### src/rtl/mac_operand_packer.sv
// Packs up to N (a, b) operand pairs into one 2*W*N-bit frame for mult_accumulate.
// Frames may close early on in_last (upper slots zero) and stream back-to-back.
module mac_operand_packer #(
  parameter int N = 4,
  parameter int W = 8
) (
  input  logic                   clk,
  input  logic                   rst_n,
  input  logic                   in_valid,
  output logic                   in_ready,
  input  logic [W-1:0]           in_a,
  input  logic [W-1:0]           in_b,
  input  logic                   in_last,
  output logic                   out_valid,
  input  logic                   out_ready,
  output logic [2*W*N-1:0]       out_data,
  output logic [$clog2(N):0]     out_count
);

  localparam int CW = $clog2(N) + 1;
  localparam int SW = 2 * W;
  localparam int FW = SW * N;
  localparam logic [CW-1:0] LAST_IDX = CW'(N - 1);
  localparam logic [CW-1:0] ONE_IDX  = CW'(1);
  localparam logic [CW-1:0] ZERO_IDX = {CW{1'b0}};
  localparam logic          SINGLE   = (N == 1);

  typedef enum logic {
    FILL = 1'b0,
    HOLD = 1'b1
  } state_t;

  state_t         state_r;
  logic [CW-1:0]  idx_r;
  logic [FW-1:0]  data_r;
  logic [CW-1:0]  count_r;
  logic           valid_r;

  logic           accept_s;
  logic           take_s;
  logic           close_s;
  logic [FW-1:0]  slot_wr_s;
  logic [FW-1:0]  first_s;

  // in_ready never looks at in_valid: only the state and the consumer's out_ready
  assign in_ready  = (state_r == FILL) | out_ready;
  assign accept_s  = in_valid & in_ready;
  assign take_s    = valid_r & out_ready;
  assign close_s   = (idx_r == LAST_IDX) | in_last;

  assign out_valid = valid_r;
  assign out_data  = data_r;
  assign out_count = count_r;

  // Buffer with the incoming pair written into the current slot
  always_comb begin
    slot_wr_s = data_r;
    for (int k = 0; k < N; k++) begin
      if (idx_r == CW'(k)) begin
        slot_wr_s[k*SW +: SW] = {in_b, in_a};
      end else begin
        slot_wr_s[k*SW +: SW] = data_r[k*SW +: SW];
      end
    end
  end

  // Fresh frame holding only the incoming pair in slot 0
  always_comb begin
    first_s         = {FW{1'b0}};
    first_s[SW-1:0] = {in_b, in_a};
  end

  // Frame assembly and output handshake state machine
  always_ff @(posedge clk or negedge rst_n) begin
    if (!rst_n) begin
      state_r <= FILL;
      idx_r   <= ZERO_IDX;
      data_r  <= {FW{1'b0}};
      count_r <= ZERO_IDX;
      valid_r <= 1'b0;
    end else begin
      case (state_r)
        FILL: begin
          if (accept_s) begin
            data_r <= slot_wr_s;
            idx_r  <= idx_r + ONE_IDX;
            if (close_s) begin
              state_r <= HOLD;
              valid_r <= 1'b1;
              count_r <= idx_r + ONE_IDX;
            end else begin
              state_r <= FILL;
            end
          end else begin
            state_r <= FILL;
          end
        end
        HOLD: begin
          if (take_s) begin
            if (accept_s) begin
              // the pair accepted alongside the take opens the next frame
              data_r <= first_s;
              idx_r  <= ONE_IDX;
              if (SINGLE || in_last) begin
                state_r <= HOLD;
                valid_r <= 1'b1;
                count_r <= ONE_IDX;
              end else begin
                state_r <= FILL;
                valid_r <= 1'b0;
                count_r <= ZERO_IDX;
              end
            end else begin
              state_r <= FILL;
              idx_r   <= ZERO_IDX;
              data_r  <= {FW{1'b0}};
              count_r <= ZERO_IDX;
              valid_r <= 1'b0;
            end
          end else begin
            state_r <= HOLD;
          end
        end
        default: begin
          state_r <= FILL;
          idx_r   <= ZERO_IDX;
          data_r  <= {FW{1'b0}};
          count_r <= ZERO_IDX;
          valid_r <= 1'b0;
        end
      endcase
    end
  end

endmodule

### config.mk
export PLATFORM = sky130hd
export DESIGN_NAME = mac_operand_packer
export DESIGN_NICKNAME = d
export VERILOG_FILES = /design/src/rtl/mac_operand_packer.sv
export SDC_FILE = /design/constraint.sdc
export NUM_CORES = 1
export LEC_CHECK = 0
export ABC_AREA = 1
export CAP_MARGIN = 20
export CELL_PAD_IN_SITES_DETAIL_PLACEMENT = 1
export CELL_PAD_IN_SITES_GLOBAL_PLACEMENT = 2
export CORE_ASPECT_RATIO = 0.9
export CORE_UTILIZATION = 25
export DETAILED_ROUTE_END_ITERATION = 12
export GPL_ROUTABILITY_DRIVEN = 0
export PLACE_DENSITY = 0.73
export SYNTH_ARGS = -nofsm -noshare
export SYNTH_HDL_FRONTEND = slang
export SYNTH_SLANG_ARGS = --single-unit
### constraint.sdc
create_clock -name clk -period 1.8 [get_ports clk]
set_clock_uncertainty 0.1 [all_clocks]
set_input_delay 0.45 -clock clk [delete_from_list [all_inputs] [get_ports clk]]
set_output_delay 0.45 -clock clk [all_outputs]
set_load 0.005 [all_outputs]
* Word-level counts from Yosys, hierarchy flattened
Cells that the tools add are included.
Storage, ports and cells: register bits 72, input port bits 21
Operators by class: add/subtract/negate cells 1, equal/unequal tests 10, muxes and demuxes 28, bitwise logic cells 5, reduce and logical (&&, ||, !) cells 7
Operators with widths (count):
- $mux W64 | 2
- $pmux W64 S2 | 1
- $mux W16 | 5
- $mux W3 | 6
- $reduce_and A3 Y1 | 5
- $pmux W3 S2 | 2
- $mux W1 | 10
- $ne A2 B1 Y1 const B | 5
- $eq A3 B2 Y1 const B | 2
- $ne A2 B2 Y1 const B | 2
- $pmux W1 S2 | 2
- $add A3 B1 Y3 const B | 1
- $eq A3 B1 Y1 const B | 1
- $logic_not A3 Y1 | 1
- $and A1 B1 Y1 | 2
- $or A1 B1 Y1 | 2
- $reduce_and A2 Y1 | 1
- $not A1 Y1 | 1

* Logic depth before layout (Yosys ltp)
Gate-level depths: netlist of run 1.
depth in word-level cells 6, depth in mapped cells 8, mapped depth without buffers 8

* Worst setup path before layout of run 1
Ideal clock, no wire load.
path kind flip-flop to flip-flop, start point register idx_r[0], end point register data_r[58], in the netlist out_data[58], setup time 0.076 ns, arrival time 1.252 ns, path slack 0.372 ns, cell stages (with the launch flop) 9, path buffers 1, period minus slack after synthesis 1.428 ns, path through dfrtp_1 > ha_1 > ha_1 > inv_1 > nand2_1 > nand3_2 > buf_2 > nand2_1 > o21ai_1
On the way: cells in the longest elaborated chain, start to end 3
Ends and longest elaborated chain:
- from (decl) | RTL line 34 | logic [CW-1:0] idx_r;
- from (signal assigned) | RTL line 86 | idx_r <= idx_r + ONE_IDX;
- $eq A3 B2 Y1 | RTL line 59 | if (idx_r == CW'(k)) begin
- $ne A2 B1 Y1 (no source line)
- $reduce_and A3 Y1 (no source line)
- to (signal assigned) | RTL line 78 | data_r <= {FW{1'b0}};
- to (signal assigned) | RTL line 85 | data_r <= slot_wr_s;
- to (signal assigned) | RTL line 102 | data_r <= first_s;
- to (decl) | RTL line 35 | logic [FW-1:0] data_r;
No other way between the ends. A chain may end at the register's enable or synchronous reset.

* Worst setup path in the final report of run 1
start point register data_r[0], in the netlist out_data[0], end point output out_data[0]
RTL lines:
- to (decl) | RTL line 16 | output logic [2*W*N-1:0] out_data,
No word-level cell between the ends.

==> results of run 1 <==
==> synthesized netlist by cell type <==
cell / number / share of area
clkbuf_1: 2 / 0.0023
nand2_2: 4 / 0.0077
inv_4: 1 / 0.0019
a21oi_1: 1 / 0.0015
nand4_1: 3 / 0.0058
inv_1: 22 / 0.025
nand3_1: 53 / 0.082
nand2_4: 1 / 0.0035
buf_4: 5 / 0.012
dfrtp_1: 72 / 0.55
nand3_2: 4 / 0.012
ha_1: 5 / 0.019
nor2_1: 3 / 0.0035
inv_2: 2 / 0.0023
buf_6: 1 / 0.0035
o21ai_0: 5 / 0.0077
nor2_4: 1 / 0.0035
o21ai_1: 16 / 0.025
nand2_1: 183 / 0.21
buf_2: 10 / 0.015
==> worst max-delay path by stage <==
| stage | to | slack (ns) | cells past startpoint |
|---|---|---|---|
| global route | out_data[31] | 0.00002 | 1 |
| CTS | out_data[60] | 0.004 | 1 |
| finish | out_data[0] | 0.03 | 1 |
| detailed placement | in_ready | -0.43 | 4 |
| floorplan | out_data[58]$_DFFE_PN0P_ | 0.37 | 8 |
| global placement | in_ready | -0.44 | 4 |
==> routing by layer <==
layer	track usage	vias to the layer above
met1	0.226	1406
met2	0.271	61
met3	0.0293	12
met4	0.0679	0
met5	0	-
li1	-	1448
==> power by group <==
| part | internal (uW) | switching (uW) | leakage [uW] |
|---|---|---|---|
| logic | 1890 | 2130 | 0.00159 |
| registers | 2200 | 340 | 0.000943 |
| clock network | 974 | 706 | 0.000129 |
| total | 5060 | 3170 | 0.00266 |
==> through the flow <==
step	setup slack, ns	power [uW]
detailed placement	-0.435	6720
global route	0.0000178	8950
floorplan	0.372	4460
finish	0.0287	8240
global placement	-0.437	6630
CTS	0.00373	8420
==> sequential cells by signal, summed over array words and instances, names as in the netlist <==
name       flops
out_data      64
state_r        1
out_count      3
out_valid      1
idx_r          3
==> logic make-up after synthesis <==
kind of cell | count (synthesis)
simple gates | 252
flops | 72
buf+inv | 43
compound gates | 22
fa+ha+maj | 5
==> cell type report <==
cell class | count | share of cell area
Clock inverter | 4 | 0.00601
Sequential cell | 72 | 0.376
Tap cell | 164 | 0.0429
Timing Repair Buffer | 110 | 0.243
Inverter | 25 | 0.0201
Clock buffer | 12 | 0.0515
Multi-Input combinational cell | 279 | 0.260
==> repair_timing <==
item | CTS | global route
endpoints found under the setup margin | 7 | 13
resized for setup | 9 | 12
endpoints found under the hold margin | 0 | 0
setup buffers | 0 | 1
==> impl_metrics.toml, run 1 <==
[layout]
mostFrequentLayoutCells = "nand2_1, dfrtp_1, clkdlybuf4s50_1"
layout_commonest_cell = "nand2_1"
stdcell_count = 666
register_area_sq_mm = 0.00180
fin_area_sq_mm = 0.00479
fillers = 1513
nets = 523
syn2layout_area_growth_pct = 47.4
final_layout_size_suffix_gt1_frac = 0.0996
fin_util = 0.377
num_antenna_cells = 0
multiInputGateArea_sq_mm = 0.00124

[floorplanning]
pin_count = 90
core-area_sq_mm = 0.0127
initial_utilization = 0.256
dieArea_sq_mm = 0.0134
dieWidth_um = 122
die_y_um = 110
rows = 39

[cts]
cts_tree = "yes"
htreeDepth = 3
path_clk_slew_ns = 0.06
cts_buffers = 9
cts_buffer_depth = 2
cts.sinks = 72
clock_latency_ns = 0.33
ctsHoldBuffers = 0
cts-root-buf = "clkbuf_16"

[global_route]
grt_util_all_layers = 0.169
first_global_vias = 3176
antenna_found_initial = 0
grt-ovfl-total = 0
grt_max_degree = 73
grt_pass1_wl_um = 16900

[worst_setup_path]
reg2reg_depth = 8
crit_chain = "clkdlybuf4s50_1"
r2r_setup_slack_ns = 0.22
cpLargestDelayFamily = "buffers and inverters"
cp.required_ns = 1.25
r2r-start = "state_r$_DFF_PN0_"
cp.arrival_ns = 1.22
slowest_stage = "clkdlybuf4s50_1"
reg2reg_to = "out_data[33]$_DFFE_PN0P_"
cp_max_fo = 2
slowest_delay_ns = 0.51
worst_setup_path_end_kind = "output pin"
crit_type = "flip-flop to output pin"
startpoint_type = "flip-flop"
critPathLaunch = "out_data[0]$_DFFE_PN0P_"
cp_num_buf_inv = 1

[detailed_routing]
vias = 2927
wl_met3_um = 433
route.met2.wl_um = 4750
post_drt_wl_per_cell_um = 15.5
drt_pre_antenna_iters = 4
m1WireLength_um = 5000
drt_iter0_markers = 156
dr.max_layer_used = "met4"
drt_wl_total_um = 10400
avgViaCountPerCell = 4.39
drc_errors = 0
antenna_left = 0

[synthesis]
synth-simple-area-share = 0.329
synth_top_family_by_area = "simple AND/OR/NAND/NOR gates"
synth_area_sq_mm = 0.00325
yosysUniqueCellTypes = 20
syn-num-nets = 420
synth.avg_cell_area_sq_um = 8.24
synth_xor_area_frac = 0
ys_ff_latch = 72
synth_compound_area_frac = 0.0339
yosys_warnings = 0
ys_seq_area_frac = 0.555
synth_cells = 394
synth_fa_ha_area_frac = 0.0193
synthMuxAreaShare = 0

[sta]
final.setup.tns_ns = 0
min_period_ns = 1.77
fin_crit_sh = 0.984
worst_pin_slew_ns = 0.431
finalHoldViolations = 0
rsz0062_at_grt = "no"
slew-limit-headroom = 0.713
hold_ws_ns = 0.0113
slew_viol_final = 0
setup_violations = 0
fmax_ghz = 0.565

[min_path]
hold_path.class = "primary input to asynchronous set/reset pin"

[placement]
place_area_sq_mm = 0.00448
dpl.hpwl_um = 7490
portBuffers = 89
post-place-cells = 649

[run_status]
status = "finished clean"

[power]
p_per_area_mw_per_mm2 = 1720
p_leak_uw = 0.00266
max-vdd-ir-drop_mv = 0.683

[flow_run]
drv_cap = 0
Power figures use the tool's default switching activity.
==> run 2, diff against run 1 <==
SETUP_SLACK_MARGIN = 0.4   (was unset)
==> run 2 against run 1 <==
  * First-iteration DRC count is 33% lower
  * Sequential power hardly changed
  * Sequential share of layout area is 4.1 points lower
  * Core utilization is 4.6 points higher
  * Critical path type is now flip-flop to flip-flop
  * Highest routed layer unchanged
==> impl_metrics.toml, run 2 (synthesized netlist as in run 1, its figures left out) <==
[sta]
min_period_ns = 1.56
fin_crit_sh = 0.869
slew-limit-headroom = 0.785
setup_violations = 0
slew_viol_final = 0
finalHoldViolations = 0
fmax_ghz = 0.639
worst_pin_slew_ns = 0.322
final.setup.tns_ns = 0
rsz0062_at_grt = "yes"

[floorplanning]
initial_utilization = 0.256
core-area_sq_mm = 0.0127
rows = 39
pin_count = 90
dieArea_sq_mm = 0.0134
dieWidth_um = 122
die_y_um = 110

[power]
max-vdd-ir-drop_mv = 0.540
p_comb_frac = 0.554
swShare = 0.414
power_frac_clock = 0.188
p_leak_uw = 0.00304
p_int_uw = 5770
p_per_area_mw_per_mm2 = 1840
pwr-share-seq = 0.258
p_sw_uw = 4080

[global_route]
grt_max_degree = 55
grt_util_all_layers = 0.177
antenna_found_initial = 0
grt-ovfl-total = 0
first_global_vias = 3249
grt_pass1_wl_um = 17700

[detailed_routing]
antenna_left = 0
vias = 3308
drt_pre_antenna_iters = 4
drc_errors = 0
drt_wl_total_um = 12000
post_drt_wl_per_cell_um = 16.6
avgViaCountPerCell = 4.57
drt_iter0_markers = 105

[worst_setup_path]
cp_max_fo = 8
reg2reg_to = "out_data[20]$_DFFE_PN0P_"
worst_setup_path_end_kind = "flip-flop"
cp.required_ns = 1.92
reg2reg_depth = 8
r2r-start = "state_r$_DFF_PN0_"
cp.arrival_ns = 1.69
crit_type = "flip-flop to flip-flop"
r2r_setup_slack_ns = 0.24
startpoint_type = "flip-flop"

[cts]
cts.sinks = 72
cts_tree = "yes"
path_clk_slew_ns = 0.06
cts_buffers = 9
clock_latency_ns = 0.33
htreeDepth = 3
cts_buffer_depth = 2
ctsHoldBuffers = 0
cts-root-buf = "clkbuf_16"

[placement]
portBuffers = 89
dpl.hpwl_um = 7540
post-place-cells = 650

[layout]
largest_register_ffs = 64
multiInputGateArea_sq_mm = 0.00162
final_layout_size_suffix_gt1_frac = 0.438
fillers = 1500
layout_commonest_cell = "nand2_1"
nets = 581
num_antenna_cells = 0
syn2layout_area_growth_pct = 65.4
register_area_sq_mm = 0.00180
stdcell_count = 724
mostFrequentLayoutCells = "nand2_1, dfrtp_1, buf_2"

[run_status]
status = "finished clean"

[flow_run]
drv_cap = 0

[min_path]
hold_path.class = "primary input to asynchronous set/reset pin"
==> run 2: cell count changes in the layout (fill, tap and decap cells not counted), sizes merged <==
cell           delta
inv               +3
buf             +122
bufinv            +1
clkinv            +2
clkinvlp          -2
nand3             +1
clkdlybuf4s50    -50
dlymetal6s2s     -12
dlygate4sd2       -8
clkdlybuf4s15     +1
==> run 2: per-layer routing <==
metal	up-vias	track usage	routed length, um
li1	1574	-	-
met1	1654	0.235	5460
met2	70	0.294	5880
met3	10	0.0283	560
met4	0	0.0601	140
met5	-	0	0
==> run 2: layout make-up <==
type                       count  area share
tap                          164      0.0382
sequential                    72       0.336
clock inverter                 7      0.0147
multi-input combinational    280       0.302
timing repair inverter         1     0.00163
inverter                      25      0.0203
timing repair buffer         166       0.246
clock buffer                   9      0.0419
==> run 2: how the worst max path moves through the flow <==
stage                          from                        to  slack [ns]  depth (start not counted)
2_1_floorplan  idx_r[0]$_DFFE_PN0P_  out_data[58]$_DFFE_PN0P_        0.40                          8
3_3_place_gp              out_ready                  in_ready       -0.38                          4
3_5_place_dp              out_ready                  in_ready       -0.39                          4
4_1_cts           state_r$_DFF_PN0_  out_data[25]$_DFFE_PN0P_        0.27                          8
5_1_grt        idx_r[0]$_DFFE_PN0P_  out_data[56]$_DFFE_PN0P_        0.18                          8
6_report          state_r$_DFF_PN0_  out_data[20]$_DFFE_PN0P_        0.24                          8
==> run 2: timing repair <==
| action | in CTS | in global routing |
|---|---|---|
| endpoints found under the setup margin | 140 | 140 |
| buffers inserted | 29 | 23 |
| gates cloned | 2 | 4 |
| resized for setup | 304 | 86 |
| pin swaps | 5 | 15 |
==> run 2: through the flow <==
step | utilization | hold WS [ns] | setup WS, ns | cell area (sq um) | power [uW]
floorplan | - | 0.0544 | 0.404 | 3270 | 4520
global placement | 0.356 | 0.368 | -0.377 | 4510 | 6680
detailed placement | 0.356 | 0.370 | -0.386 | 4510 | 6770
CTS | 0.378 | 0.0336 | 0.273 | 4800 | 8760
global route | 0.423 | 0.0521 | 0.180 | 5370 | 10500
finish | 0.423 | 0.0124 | 0.235 | 5370 | 9860
==> run 2: power by group through the flow <==
| stage | clock network, uW | registers, uW | logic, uW |
|---|---|---|---|
| finish | 1850 | 2550 | 5460 |
| global route | 1950 | 2610 | 5940 |
| CTS | 1890 | 2530 | 4330 |
| detailed placement | 0 | 2590 | 4180 |
| global placement | 0 | 2580 | 4100 |
| floorplan | 0 | 2540 | 1980 |
==> run 2: critical path, stage by stage (launching register included) <==
cell	delay, ns
dfrtp_2	0.44
buf_8	0.15
buf_6	0.13
nand2_8	0.09
buf_12	0.13
nand3_4	0.10
clkbuf_16	0.20
nand2_2	0.06
nand2_1	0.05
==> run 3, diff against run 2 <==
GPL_ROUTABILITY_DRIVEN = 1   (was 0)
==> results of run 3 <==
The final DEF is identical to that of run 2; final timing and power are the same.
